$ cat src/rtl/freq_speed_sel.sv
// freq_speed_sel: synchronizes and debounces two speed buttons and keeps a
// saturating 8-bit rate word with press-step and hold-to-repeat behaviour.
module freq_speed_sel #(
    parameter int unsigned DEB_CYCLES    = 16,
    parameter int unsigned HOLD_CYCLES   = 64,
    parameter int unsigned REPEAT_CYCLES = 16,
    parameter logic [7:0]  RATE_INIT     = 8'h05,
    parameter logic [7:0]  RATE_MIN      = 8'h01,
    parameter logic [7:0]  RATE_MAX      = 8'hFF,
    parameter logic [7:0]  STEP          = 8'h01
) (
    input  logic       clock,
    input  logic       reset,
    input  logic       btn_up,
    input  logic       btn_dn,
    output logic [7:0] rate,
    output logic       rate_upd,
    output logic       at_min,
    output logic       at_max
);
    // debounce counter only has to reach DEB_CYCLES-1
    localparam int unsigned CW   = $clog2(DEB_CYCLES);
    localparam int unsigned TMAX = (HOLD_CYCLES > REPEAT_CYCLES) ? HOLD_CYCLES : REPEAT_CYCLES;
    localparam int unsigned TW   = $clog2(TMAX);

    typedef enum logic [1:0] {ST_IDLE, ST_DELAY, ST_REPEAT} state_t;

    // index 0 = up button, index 1 = down button
    logic [1:0]         sync1_q, sync2_q, deb_q;
    logic [1:0][CW-1:0] cnt_q;

    state_t        state_q, state_d;
    logic [TW-1:0] timer_q, timer_d;
    logic          dir_q, dir_d;     // 1 = latched direction is up

    logic [7:0] rate_q, rate_d;
    logic       upd_q, min_q, max_q;

    logic       cmd_up, cmd_dn, step;
    logic [8:0] sum_up;
    logic [7:0] rate_inc, rate_dec;

    // two-flop synchronizer per button
    always_ff @(posedge clock or posedge reset) begin
        if (reset) begin
            sync1_q <= '0;
            sync2_q <= '0;
        end else begin
            sync1_q <= {btn_dn, btn_up};
            sync2_q <= sync1_q;
        end
    end

    // debounce: flip only after DEB_CYCLES consecutive mismatching samples
    always_ff @(posedge clock or posedge reset) begin
        if (reset) begin
            deb_q <= '0;
            cnt_q <= '0;
        end else begin
            for (int i = 0; i < 2; i++) begin
                if (sync2_q[i] == deb_q[i]) begin
                    cnt_q[i] <= '0;
                end else if (cnt_q[i] == CW'(DEB_CYCLES - 1)) begin
                    deb_q[i] <= sync2_q[i];
                    cnt_q[i] <= '0;
                end else begin
                    cnt_q[i] <= cnt_q[i] + 1'b1;
                end
            end
        end
    end

    assign cmd_up = deb_q[0] & ~deb_q[1];
    assign cmd_dn = deb_q[1] & ~deb_q[0];

    // saturating step arithmetic, 9-bit so the up path cannot wrap
    always_comb begin
        sum_up   = {1'b0, rate_q} + {1'b0, STEP};
        rate_inc = (sum_up > {1'b0, RATE_MAX}) ? RATE_MAX : sum_up[7:0];
        rate_dec = ({1'b0, rate_q} < ({1'b0, RATE_MIN} + {1'b0, STEP})) ? RATE_MIN
                                                                          : rate_q - STEP;
    end

    // press/hold/repeat sequencer; any loss or change of command drops to idle
    always_comb begin
        state_d = state_q;
        timer_d = timer_q;
        dir_d   = dir_q;
        step    = 1'b0;
        case (state_q)
            ST_IDLE: begin
                if (cmd_up | cmd_dn) begin
                    step    = 1'b1;
                    dir_d   = cmd_up;
                    timer_d = TW'(HOLD_CYCLES - 1);
                    state_d = ST_DELAY;
                end
            end
            ST_DELAY, ST_REPEAT: begin
                if (!(cmd_up | cmd_dn) || (cmd_up != dir_q)) begin
                    state_d = ST_IDLE;
                end else if (timer_q == '0) begin
                    step    = 1'b1;
                    timer_d = TW'(REPEAT_CYCLES - 1);
                    state_d = ST_REPEAT;
                end else begin
                    timer_d = timer_q - 1'b1;
                end
            end
            default: state_d = ST_IDLE;
        endcase
        // when stepping, cmd_up always matches the active direction
        rate_d = step ? (cmd_up ? rate_inc : rate_dec) : rate_q;
    end

    // FSM state, timer and direction latch
    always_ff @(posedge clock or posedge reset) begin
        if (reset) begin
            state_q <= ST_IDLE;
            timer_q <= '0;
            dir_q   <= 1'b0;
        end else begin
            state_q <= state_d;
            timer_q <= timer_d;
            dir_q   <= dir_d;
        end
    end

    // registered rate word, change strobe and bound flags
    always_ff @(posedge clock or posedge reset) begin
        if (reset) begin
            rate_q <= RATE_INIT;
            upd_q  <= 1'b0;
            min_q  <= (RATE_INIT == RATE_MIN);
            max_q  <= (RATE_INIT == RATE_MAX);
        end else begin
            rate_q <= rate_d;
            upd_q  <= (rate_d != rate_q);
            min_q  <= (rate_d == RATE_MIN);
            max_q  <= (rate_d == RATE_MAX);
        end
    end

    assign rate     = rate_q;
    assign rate_upd = upd_q;
    assign at_min   = min_q;
    assign at_max   = max_q;

endmodule
$ cat config.mk
export PLATFORM = sky130hd
export DESIGN_NAME = freq_speed_sel
export DESIGN_NICKNAME = d
export VERILOG_FILES = /design/src/rtl/freq_speed_sel.sv
export SDC_FILE = /design/constraint.sdc
export NUM_CORES = 1
export LEC_CHECK = 0
export ABC_AREA = 1
export CORE_UTILIZATION = 50
export CTS_BUF_LIST = sky130_fd_sc_hd__clkbuf_8 sky130_fd_sc_hd__clkbuf_16
export DETAILED_ROUTE_END_ITERATION = 16
export GPL_ROUTABILITY_DRIVEN = 0
export PLACE_DENSITY = 0.67
export SLEW_MARGIN = 20
export SYNTH_ARGS = -nofsm -noshare
export SYNTH_HDL_FRONTEND = slang
export SYNTH_SLANG_ARGS = --single-unit
$ cat constraint.sdc
create_clock -name clock -period 2.4 [get_ports clock]
set_clock_uncertainty 0.05 [all_clocks]
set_input_delay 0.24 -clock clock [delete_from_list [all_inputs] [get_ports clock]]
set_output_delay 0.24 -clock clock [all_outputs]
set_load 0.01 [all_outputs]
==> impl_metrics.tcl, run 1 <==
set metrics [dict create \
    status "finished, final reports clean" \
    mostFrequentLayoutCells "nand2_1 (69), inv_1 (35), dfrtp_1 (32), nor2_1 (31), nand3_1 (23)" \
    syn_nets 290 \
    synth_compound_area_frac 0.0921 \
    place_ws_ps 256 \
    synth.area.mux_share 0.00549 \
    p_sw_frac 0.280 \
    diodes 0 \
    power.leakage_nw 1.14 \
    synth_top_family_by_area "simple AND/OR/NAND/NOR gates" \
    h-tree-depth 2 \
    ios 15 \
    irDropWorstVdd_v 0.000439 \
    syn_area_per_cell_um2 7.40 \
    internal_power_mw 0.930 \
    rows 22 \
    holdCritPathClass "in -> async" \
    netSwitchingPower_mw 0.362 \
    cp-start-kind "flip-flop" \
    portBuffers 14 \
    core-area_um2 3800 \
    drv_cap 0 \
    yosysWarnings 0 \
    drive_above_1_share 0.114 \
    grt_max_degree 35 \
    path_cells "inv_1 > ha_1 > nand2_1 > nor2_2 > nand2_1 > nor2_1 > nand3_2 > nand3_1 > nand2_1 > nand2_2 > nand2_1 > inv_1 > nand2_1 > nor2_1" \
    wirelength_um 4070 \
    finalNonFillerCells 346 \
    multi_input_area_um2 1020 \
    maxSlewHeadroom 0.722 \
    synth_cell_types 33 \
    slowest_stage "dfstp_2" \
    clock_path_buffers 2 \
    drv_slew 0 \
    drc 0 \
    grt_pass1_vias 1688 \
    worst_slack_ps 266 \
    grt_pass1_wl_um 7310 \
    grtUsageTotal 0.220 \
    antenna_found_initial 0 \
    synth_adder_area_share 0.0549 \
    critical_path_class "reg -> reg" \
    dr_total_vias 1719 \
    seq_area_um2 853 \
    arrival_ps 2290 \
    post_drt_wl_per_cell_um 11.8 \
    layout_commonest_cell "nand2_1" \
    die_w_um 66.0 \
    fp.dieArea_um2 4360 \
    first_pass_iters 5 \
    hpwl_um 3030 \
    synth_ff_type "dfrtp_1" \
    syn_inst 277 \
    nNetsFinal 310 \
    cpPeakStageDelay_ps 590 \
    yosys.area_share.simple 0.311 \
    cp_max_fo 7 \
    die_h_um 66.0 \
    timing.fmax_mhz 469 \
    hold_violations 0 \
    required_ps 2560 \
    cts_tree "built" \
    setup_tns_ps 0 \
    worst_path_most_repeated_cell "nand2_1" \
    ant_nets 0 \
    seqPwrFrac 0.509 \
    combPwrFrac 0.166 \
    fin_crit_ps 2130 \
    worst_pin_slew_ps 418 \
    synth-xor-area-share 0.0342 \
    clkSlewWorstSetupHoldPaths_ps 70 \
    start_util 0.540 \
    syn_area_um2 2050 \
    grt_overflow 0 \
    via_per_inst 4.97 \
    power_density_nw_per_um2 550 \
    endpoint_kind "flip-flop" \
    numCtsBuffers 5 \
    dr.first_iter.drc_count 134 \
    dp_cells 337 \
    fillCellCount 345 \
    seq_area_frac_synth 0.416 \
    placed_cell_area_um2 2250 \
    design_area_um2 2350 \
    clk_latency_ps 280 \
    clockPowerShare 0.325 \
    cts_root_buffer "clkbuf_8" \
    final_util 0.618 \
    synthArstFlopShare 1.00 \
    period_share 0.889 \
    cts.sinks 34 \
    setup_viol 0 \
    synth_edf_count 0 \
    yosys_register_bits 34 \
    syn_to_final_growth_pct 14.5 \
]
## metal layers
layer / vias to the layer above / part of all wire / GRT usage
li1: 912 / - / -
met1: 768 / 0.53 / 0.318
met2: 37 / 0.42 / 0.328
met3: 2 / 0.048 / 0.0483
met4: 0 / 0.0074 / 0.0665
met5: - / 0 / 0
## metrics by stage
stage / total power, mW / hold WS (ps)
5_1_grt: 1.38 / 308
2_1_floorplan: 0.821 / 221
6_report: 1.29 / 288
4_1_cts: 1.30 / 301
3_3_place_gp: 0.877 / 284
3_5_place_dp: 0.881 / 287
## power groups by stage
stage	clock network, mW	registers, mW	logic, mW
after floorplan	0	0.663	0.159
after global routing	0.460	0.666	0.256
final	0.419	0.657	0.215
after detailed placement	0	0.669	0.212
after CTS	0.428	0.658	0.214
after global placement	0	0.667	0.210
## flip-flops by register name (all words and copies together) (netlist names)
| signal | count |
|---|---|
| sync1_q | 2 |
| at_max | 1 |
| cnt_q | 8 |
| rate | 8 |
| state_q | 2 |
| timer_q | 6 |
| sync2_q | 2 |
| deb_q | 2 |
| rate_upd | 1 |
| dir_q | 1 |
| at_min | 1 |
## critical path: cells and delay by family (launching register included)
kind	cells	cell delay [ps]
AND/OR/NAND/NOR	11	940
flip-flops	1	590
adder cells (fa/ha/maj)	1	320
buffers and inverters	2	150
## cell families (layout without fill, tap and decap cells)
family / after synthesis / in the layout
muxes: 1 / 1
xor gates and xnor gates: 8 / 8
AOI/OAI and AO/OA: 34 / 34
DFF: 34 / 34
buffers and inverters: 46 / 67
and+or+nand+nor: 145 / 145
adders and majority gates: 9 / 9
## worst paths after layout
| check | from | endpoint | slack (ps) | cells past startpoint |
|---|---|---|---|---|
| max reg2reg | rate[0] | at_max | 270 | 14 |
| min | reset | cnt_q[2] | 290 | 3 |
| min reg2reg | sync1_q[1] | sync2_q[1] | 300 | 0 |
| max in group asynchronous | reset | rate[2] | 1670 | 3 |
| min in group clock | sync1_q[1] | sync2_q[1] | 300 | 0 |
| max | rate[0] | at_max | 270 | 14 |
## final cells by class
| cell class | count | share of cell area |
|---|---|---|
| sequential | 34 | 0.363 |
| clock buffer | 6 | 0.0352 |
| tap | 48 | 0.0256 |
| timing repair buffer | 17 | 0.0693 |
| clock inverter | 2 | 0.00373 |
| multi-input combinational | 197 | 0.436 |
| inverter | 42 | 0.0671 |
## timing repair
| item | in CTS | in global routing |
|---|---|---|
| gates resized for setup | 0 | 1 |
| hold buffers | 0 | 0 |
| setup endpoints to repair | 0 | 1 |
| buffers inserted | 0 | 1 |
## synthesized netlist by cell type, drive strengths merged (2+ instances only)
cell	n	area (um^2)
nand2	76	308
ha	9	113
nor2	36	145
xnor2	4	35.0
buf	3	15.0
or2	3	18.8
nand3	25	135
dfstp	2	52.6
o21ai	20	100
nand4	3	18.8
clkinv	4	15.0
dfrtp	32	801
inv	38	143
xor2	4	35.0
a21oi	8	43.8
Note: power is estimated with default switching activity, not from simulation.
==> run 2: changes to the inputs <==
CORE_MARGIN = 2   (was default)
==> run 2 against run 1 <==
  * Core utilization down 1.7 points
  * Critical endpoint unchanged
  * Highest routed layer unchanged
  * Count of clock-buffer cells in the layout fell by 1
  * Final cell count increased by 0.29%
  * Clock power up 52%
  * Largest power group unchanged
  * Routed wire length down 0.59%
==> impl_metrics.tcl, run 2 (same netlist as run 1, synthesis figures left out) <==
set metrics [dict create \
    post_cts_resized 0 \
    drv_slew 0 \
    endpoint_kind "flip-flop" \
    cts_root_buffer "clkbuf_8" \
    wirelength_um 4050 \
    first_pass_iters 4 \
    fp.dieArea_um2 4630 \
    numCtsBuffers 5 \
    setup_tns_ps 0 \
    diodes 0 \
    grt_pass1_vias 1592 \
    rows 23 \
    ios 15 \
    netSwitchingPower_mw 0.387 \
    h-tree-depth 2 \
    drive_above_1_share 0.111 \
    ant_nets 0 \
    timing.fmax_mhz 460 \
    dr_total_vias 1734 \
    irDropWorstVdd_v 0.000575 \
    cp-start-kind "flip-flop" \
    mostFrequentLayoutCells "nand2_1 (69), inv_1 (34), nor2_1 (32), dfrtp_1 (32), nand3_1 (23)" \
    core-area_um2 3970 \
    internal_power_mw 1.12 \
    clkSlewWorstSetupHoldPaths_ps 80 \
    grt_pass1_wl_um 6950 \
    status "finished, final reports clean" \
    syn_to_final_growth_pct 16.4 \
    cts_tree "built" \
    arrival_ps 2340 \
    cts.sinks 34 \
    dr.first_iter.drc_count 124 \
    drc 0 \
    cp_max_fo 9 \
    clockPowerShare 0.422 \
    setup_viol 0 \
    seqPwrFrac 0.437 \
    nNetsFinal 309 \
    start_util 0.516 \
    die_h_um 68.0 \
    drv_cap 0 \
    period_share 0.905 \
    clock_path_buffers 2 \
    grt_overflow 0 \
    post_drt_wl_per_cell_um 11.7 \
    holdCritPathClass "in -> async" \
    power_density_nw_per_um2 630 \
    combPwrFrac 0.141 \
    hold_buffers 0 \
    die_w_um 68.0 \
    required_ps 2570 \
    fin_crit_ps 2170 \
    grt_max_degree 35 \
    portBuffers 14 \
    critical_path_class "reg -> reg" \
    hold_violations 0 \
    p_sw_frac 0.257 \
    layout_commonest_cell "nand2_1" \
    maxSlewHeadroom 0.718 \
    via_per_inst 5.00 \
    rsz0062_at_grt "no" \
    hpwl_um 3090 \
    power.leakage_nw 1.15 \
    power_mw 1.50 \
    grtUsageTotal 0.202 \
    postCtsSetupBuffers 0 \
    antenna_found_initial 0 \
    clk_latency_ps 290 \
    worst_pin_slew_ps 423 \
]
==> run 2: layout make-up <==
type | instances | area (um^2)
clock buffers | 5 | 68.8
clock inverters | 3 | 68.8
fillers | 390 | 1580
inverters | 42 | 158
multi-input cells | 197 | 1020
flip-flops and latches | 34 | 853
well taps | 50 | 62.6
repair buffers | 16 | 155
==> run 2: power groups by stage <==
stage	logic [mW]	registers, mW	clock network (mW)
global placement	0.212	0.666	0
finish	0.212	0.657	0.635
floorplan	0.159	0.663	0
global route	0.255	0.664	0.661
detailed placement	0.212	0.669	0
CTS	0.214	0.657	0.646
==> run 2: worst paths after layout <==
| path | end | slack, ps | startpoint | cells after the start |
|---|---|---|---|---|
| worst max-delay path | at_max | 230 | rate[0] | 14 |
| worst min-delay path | cnt_q[1] | 290 | reset | 3 |
| worst max register to register | at_max | 230 | rate[0] | 14 |
| worst min register to register | sync2_q[1] | 300 | sync1_q[1] | 0 |
| max in group asynchronous | rate[2] | 1660 | reset | 3 |
| min in group clock | sync2_q[1] | 300 | sync1_q[1] | 0 |
==> run 2: metal layers <==
layer	vias to the layer above	track usage	wire length (um)
met1	796	0.287	2140
met5	-	0	0
met4	0	0.0675	55
met2	18	0.299	1710
li1	914	-	-
met3	6	0.0510	146
==> run 2: worst max-delay path: stages (launching register included) <==
cell and delay, ps:
dfstp_2 610, inv_1 100, ha_1 330, nand2_1 70, nor2_1 110, nand2_1 70, nor2_1 110, nand3_2 140
nand3_1 100, nand2_1 80, nand2_2 90, nand2_1 60, inv_1 50, nand2_1 40, nor2_1 110
==> run 2: per-stage QoR <==
stage	cell area, um^2	std cells	hold WS, ps	util	setup slack (ps)
after floorplan	2050	277	221	-	465
after global placement	2250	339	285	0.566	288
after detailed placement	2250	339	286	0.566	230
after CTS	2390	347	304	0.601	227
after global routing	2390	347	320	0.601	22.0
final	2390	347	286	0.601	227
